`config.mk`:
```
export PLATFORM = sky130hd
export DESIGN_NAME = frame_mem_arbiter
export DESIGN_NICKNAME = d
export VERILOG_FILES = /design/src/rtl/frame_mem_arbiter.sv
export SDC_FILE = /design/constraint.sdc
export NUM_CORES = 1
export LEC_CHECK = 0
export CORE_UTILIZATION = 46
export DETAILED_ROUTE_END_ITERATION = 12
export PLACE_DENSITY = 0.76
export SYNTH_ARGS = -nofsm -noshare
export SYNTH_HDL_FRONTEND = slang
export SYNTH_SLANG_ARGS = --single-unit
export TNS_END_PERCENT = 50
```
`constraint.sdc`:
```
create_clock -name pixel_clk -period 3.75 [get_ports pixel_clk]
set_input_delay 0.75 -clock pixel_clk [delete_from_list [all_inputs] [get_ports pixel_clk]]
set_output_delay 0.75 -clock pixel_clk [all_outputs]
set_load 0.03 [all_outputs]
```
`src/rtl/frame_mem_arbiter.sv`:
```
// Frame-buffer arbiter: fixed-latency VGA reads win the single-port RAM,
// camera writes are queued in a small FIFO and drained into idle slots.
module frame_mem_arbiter #(
  parameter int IMG_W      = 320,
  parameter int IMG_H      = 240,
  parameter int ADDR_W     = 17,
  parameter int DATA_W     = 4,
  parameter int FIFO_DEPTH = 8,
  localparam int PTR_W     = $clog2(FIFO_DEPTH),
  localparam int LVL_W     = $clog2(FIFO_DEPTH) + 1
) (
  input  logic              pixel_clk,
  input  logic              rst,
  input  logic              rd_en,
  input  logic [9:0]        rd_x,
  input  logic [8:0]        rd_y,
  output logic              rd_valid,
  output logic [DATA_W-1:0] rd_data,
  input  logic              wr_valid,
  output logic              wr_ready,
  input  logic [9:0]        wr_x,
  input  logic [8:0]        wr_y,
  input  logic [DATA_W-1:0] wr_data,
  output logic              mem_en,
  output logic              mem_we,
  output logic [ADDR_W-1:0] mem_addr,
  output logic [DATA_W-1:0] mem_wdata,
  input  logic [DATA_W-1:0] mem_rdata,
  output logic [LVL_W-1:0]  fifo_level,
  output logic [15:0]       wr_stall_cnt,
  output logic [15:0]       wr_drop_cnt
);

  logic [ADDR_W-1:0] rd_addr;
  logic              rd_inr;
  logic [ADDR_W-1:0] wr_addr;
  logic              wr_inr;

  assign rd_addr = ADDR_W'(rd_y) * ADDR_W'(IMG_W) + ADDR_W'(rd_x);
  assign rd_inr  = (32'(rd_x) < IMG_W) && (32'(rd_y) < IMG_H);
  assign wr_addr = ADDR_W'(wr_y) * ADDR_W'(IMG_W) + ADDR_W'(wr_x);
  assign wr_inr  = (32'(wr_x) < IMG_W) && (32'(wr_y) < IMG_H);

  logic              s1_valid;
  logic              s1_inr;
  logic [ADDR_W-1:0] s1_addr;
  logic              s2_valid;
  logic              s2_inr;

  always_ff @(posedge pixel_clk or posedge rst) begin
    if (rst) begin
      s1_valid <= 1'b0;
      s1_inr   <= 1'b0;
      s1_addr  <= '0;
      s2_valid <= 1'b0;
      s2_inr   <= 1'b0;
      rd_valid <= 1'b0;
      rd_data  <= '0;
    end else begin
      s1_valid <= rd_en;
      s1_inr   <= rd_inr;
      s1_addr  <= rd_addr;
      s2_valid <= s1_valid;
      s2_inr   <= s1_inr;
      rd_valid <= s2_valid;
      if (s2_valid)
        rd_data <= s2_inr ? mem_rdata : '0;
    end
  end

  logic [ADDR_W-1:0] f_addr [FIFO_DEPTH];
  logic [DATA_W-1:0] f_data [FIFO_DEPTH];
  logic [PTR_W-1:0]  wptr;
  logic [PTR_W-1:0]  rptr;
  logic              push;
  logic              store;
  logic              rd_grant;
  logic              pop;

  assign wr_ready = (fifo_level != LVL_W'(FIFO_DEPTH)) && !rst;
  assign push     = wr_valid && wr_ready;
  assign store    = push && wr_inr;
  assign rd_grant = s1_valid && s1_inr;
  // an out-of-range read leaves its RAM slot free for the FIFO head
  assign pop      = !rd_grant && (fifo_level != '0);

  always_ff @(posedge pixel_clk) begin
    if (store) begin
      f_addr[wptr] <= wr_addr;
      f_data[wptr] <= wr_data;
    end
  end

  always_ff @(posedge pixel_clk or posedge rst) begin
    if (rst) begin
      wptr       <= '0;
      rptr       <= '0;
      fifo_level <= '0;
    end else begin
      if (store)
        wptr <= wptr + PTR_W'(1);
      if (pop)
        rptr <= rptr + PTR_W'(1);
      fifo_level <= fifo_level + LVL_W'(store) - LVL_W'(pop);
    end
  end

  always_comb begin
    mem_en    = 1'b0;
    mem_we    = 1'b0;
    mem_addr  = '0;
    mem_wdata = '0;
    if (rd_grant) begin
      mem_en   = 1'b1;
      mem_addr = s1_addr;
    end else if (pop) begin
      mem_en    = 1'b1;
      mem_we    = 1'b1;
      mem_addr  = f_addr[rptr];
      mem_wdata = f_data[rptr];
    end
  end

  always_ff @(posedge pixel_clk or posedge rst) begin
    if (rst) begin
      wr_stall_cnt <= '0;
      wr_drop_cnt  <= '0;
    end else begin
      if (wr_valid && !wr_ready && wr_stall_cnt != 16'hFFFF)
        wr_stall_cnt <= wr_stall_cnt + 16'd1;
      if (push && !wr_inr && wr_drop_cnt != 16'hFFFF)
        wr_drop_cnt <= wr_drop_cnt + 16'd1;
    end
  end

endmodule

```
==> results.json <==
{
  "status": "completed",
  "synth_top_family_by_area": "multiplexers",
  "layout_commonest_cell": "edfxtp_1",
  "hp-class": "register to register",
  "leakagePower_uw": 0.004852,
  "worst_setup_path_end_kind": "output port",
  "drive_gt1_share_pct": 14.57,
  "die_area_um2": 23490,
  "htree_levels": 1,
  "netlist_area_um2": 10530,
  "drt-initial-drc-count": 381,
  "ios": 115,
  "crit_start": "rptr[0]$_DFFE_PP0P_",
  "required_ns": 3.00,
  "placementRows": 54,
  "ir_drop_mv": 0.3395,
  "drv_cap": 0,
  "die_x_um": 153.3,
  "clockRootBuffer": "clkbuf_16",
  "grt_first_pass_wirelength_um": 34730,
  "ctsResizeCount": 0,
  "hpwlAfterDp_um": 14280,
  "synth_area_leaders": "edfxtp_1 (48%), dfrtp_1 (16%), mux4_2 (9.0%)",
  "clock_skew_ns": 0.008509,
  "syn_area_per_cell_um2": 15.37,
  "drt_first_pass_iters": 5,
  "max_clock_freq_mhz": 273.7,
  "viasPerCell": 5.459,
  "path_cells": "buf_12 > mux4_2 > mux2i_1 > o21ai_1 > clkdlybuf4s50_1",
  "drc": 0,
  "worstSetupStartpointType": "register",
  "core_area_um2": 22160,
  "cp.arrival_ns": 2.90,
  "chipHeight_um": 153.3,
  "gr-usage-all-layers_pct": 19.06,
  "critPathBufInv": 2,
  "wl_um": 21870,
  "slew_headroom_pct": 49.88,
  "holdBufCountCts": 0,
  "ys.flop_type": "edfxtp_1",
  "fin_crit_ns": 3.653,
  "n_antenna_cell": 0,
  "synth.net_count": 786,
  "yosysUniqueCellTypes": 45,
  "post_cts_buffers": 0,
  "ys_seq_elements": 236,
  "fin_util_pct": 58.40,
  "slowest_delay_ns": 0.63,
  "routed-via-count": 6174,
  "synth_compound_area_share_pct": 3.982,
  "synthSimpleGateAreaFrac_pct": 7.358,
  "syn2layout_area_growth_pct": 22.94,
  "postRouteAntennaNets": 0,
  "cts_max_path_buffers": 3,
  "finalHoldViolations": 0,
  "setup_tns_ns": 0,
  "synth-xor-area-share_pct": 4.826,
  "io_buffers": 114,
  "insertion_delay_ns": 0.51,
  "slew_viol_final": 0,
  "fin_crit_sh_pct": 97.42,
  "cts_sinks": 236,
  "timing.reg2reg.setup_slack_ns": 1.27,
  "crit_fanout": 18,
  "synth_edf_count": 168,
  "min-delay-start": "s1_valid$_DFF_PP0_",
  "timing.hold.ws_ns": 0.3755,
  "synth_mux_area_share_pct": 11.51,
  "r2r-start": "fifo_level[2]$_DFF_PP0_",
  "num-nets-final": 934,
  "antenna_found_initial": 0,
  "synth_top_cell_by_area": "edfxtp_1",
  "yosys_warnings": 0,
  "layout_common_cells": "edfxtp_1 (168), clkdlybuf4s50_1 (114), dfrtp_1 (67)",
  "synth_cells": 685,
  "cp_slowest_cell": "clkdlybuf4s50_1",
  "start_util_pct": 47.50,
  "path_clk_slew_ns": 0.06,
  "worst-setup-path-type": "register to output port",
  "synth_top_area_share_pct": 47.93,
  "worst-slew-pin-transition_ns": 0.7508,
  "cts_buffers": 24,
  "synthAdderAreaFrac_pct": 6.419,
  "seq_area_frac_synth_pct": 64.09,
  "overflow": 0,
  "path_delay_family": "buffers and inverters",
  "gp_congestion": 0.8306,
  "wl_per_cell_um": 19.34,
  "setup_violations": 0,
  "grt_max_degree": 45,
  "nFillCells": 1688,
  "power_density_nw_per_um2": 664.0,
  "synthArstFlopShare_pct": 28.81,
  "grt_setup_unrepaired": "no",
  "grt_pass1_vias": 6304,
  "cts_tree": "built"
}
[synth_stat cells (all sizes together), types with 7 or more instances]
cell type	n
a21o	9
xor2	22
a21oi	13
nor3	7
nand3	29
o21ai	33
ha	46
nor2	33
dfrtp	68
edfxtp	168
xnor2	36
nand2	48
inv	29
buf	12
nand4	15
mux2i	22
mux4	42
[cell type report]
cell class | count | area, um^2 | share of cell area (%)
flip-flops and latches | 236 | 6748 | 52.14
multi-input cells | 402 | 3613 | 27.92
repair buffers | 140 | 1386 | 10.71
clock buffers | 32 | 671.9 | 5.192
well taps | 280 | 350.3 | 2.707
inverters | 29 | 108.9 | 0.8411
clock inverters | 12 | 62.56 | 0.4834
[metal layers]
layer	wire (um)	global-route usage, %
met4	283	3.608
met2	10690	32.40
met1	9612	26.19
met3	1287	2.892
met5	0	0
[power by group]
group          switching, uW  total [uW]  internal (uW)  leakage, uW
Sequential               230        3290           3060      0.00236
Combinational           1670        3090           1420      0.00213
Clock                    948        2210           1260     0.000361
Total                   2850        8590           5740      0.00485
[final timing paths]
check / to / depth (start not counted)
max reg2reg: f_addr[1][14]$_DFFE_PP_ / 10
min: s2_valid$_DFF_PP0_ / 0
max in group asynchronous: wr_stall_cnt[13]$_DFFE_PP0P_ / 3
min in group asynchronous: wr_drop_cnt[3]$_DFFE_PP0P_ / 2
min reg2reg: s2_valid$_DFF_PP0_ / 0
max: mem_addr[13] / 5
[state kept, by name (all words and copies together), names as in the netlist, 3 cells and up]
signal        cells
f_addr          136
f_data           32
fifo_level        4
rd_data           4
rptr              3
s1_addr          17
wptr              3
wr_drop_cnt      16
wr_stall_cnt     16
[logic make-up after synthesis]
kind of cell    after synthesis
fa+ha+maj                    51
flops                       236
simple gates                155
compound gates               70
mux                          68
xor+xnor                     58
buf+inv                      47
[through the flow]
stage | instances | area (um^2) | setup slack, ns | power [uW]
finish | 1131 | 12940 | 0.09690 | 8593
detailed placement | 1087 | 12210 | -0.03451 | 6453
floorplan | 685 | 10530 | 0.02376 | 5291
global placement | 1087 | 12210 | -0.01661 | 6401
global route | 1131 | 12940 | 0.004846 | 8981
CTS | 1131 | 12940 | 0.04193 | 8670
Power figures use the tool's default switching activity.
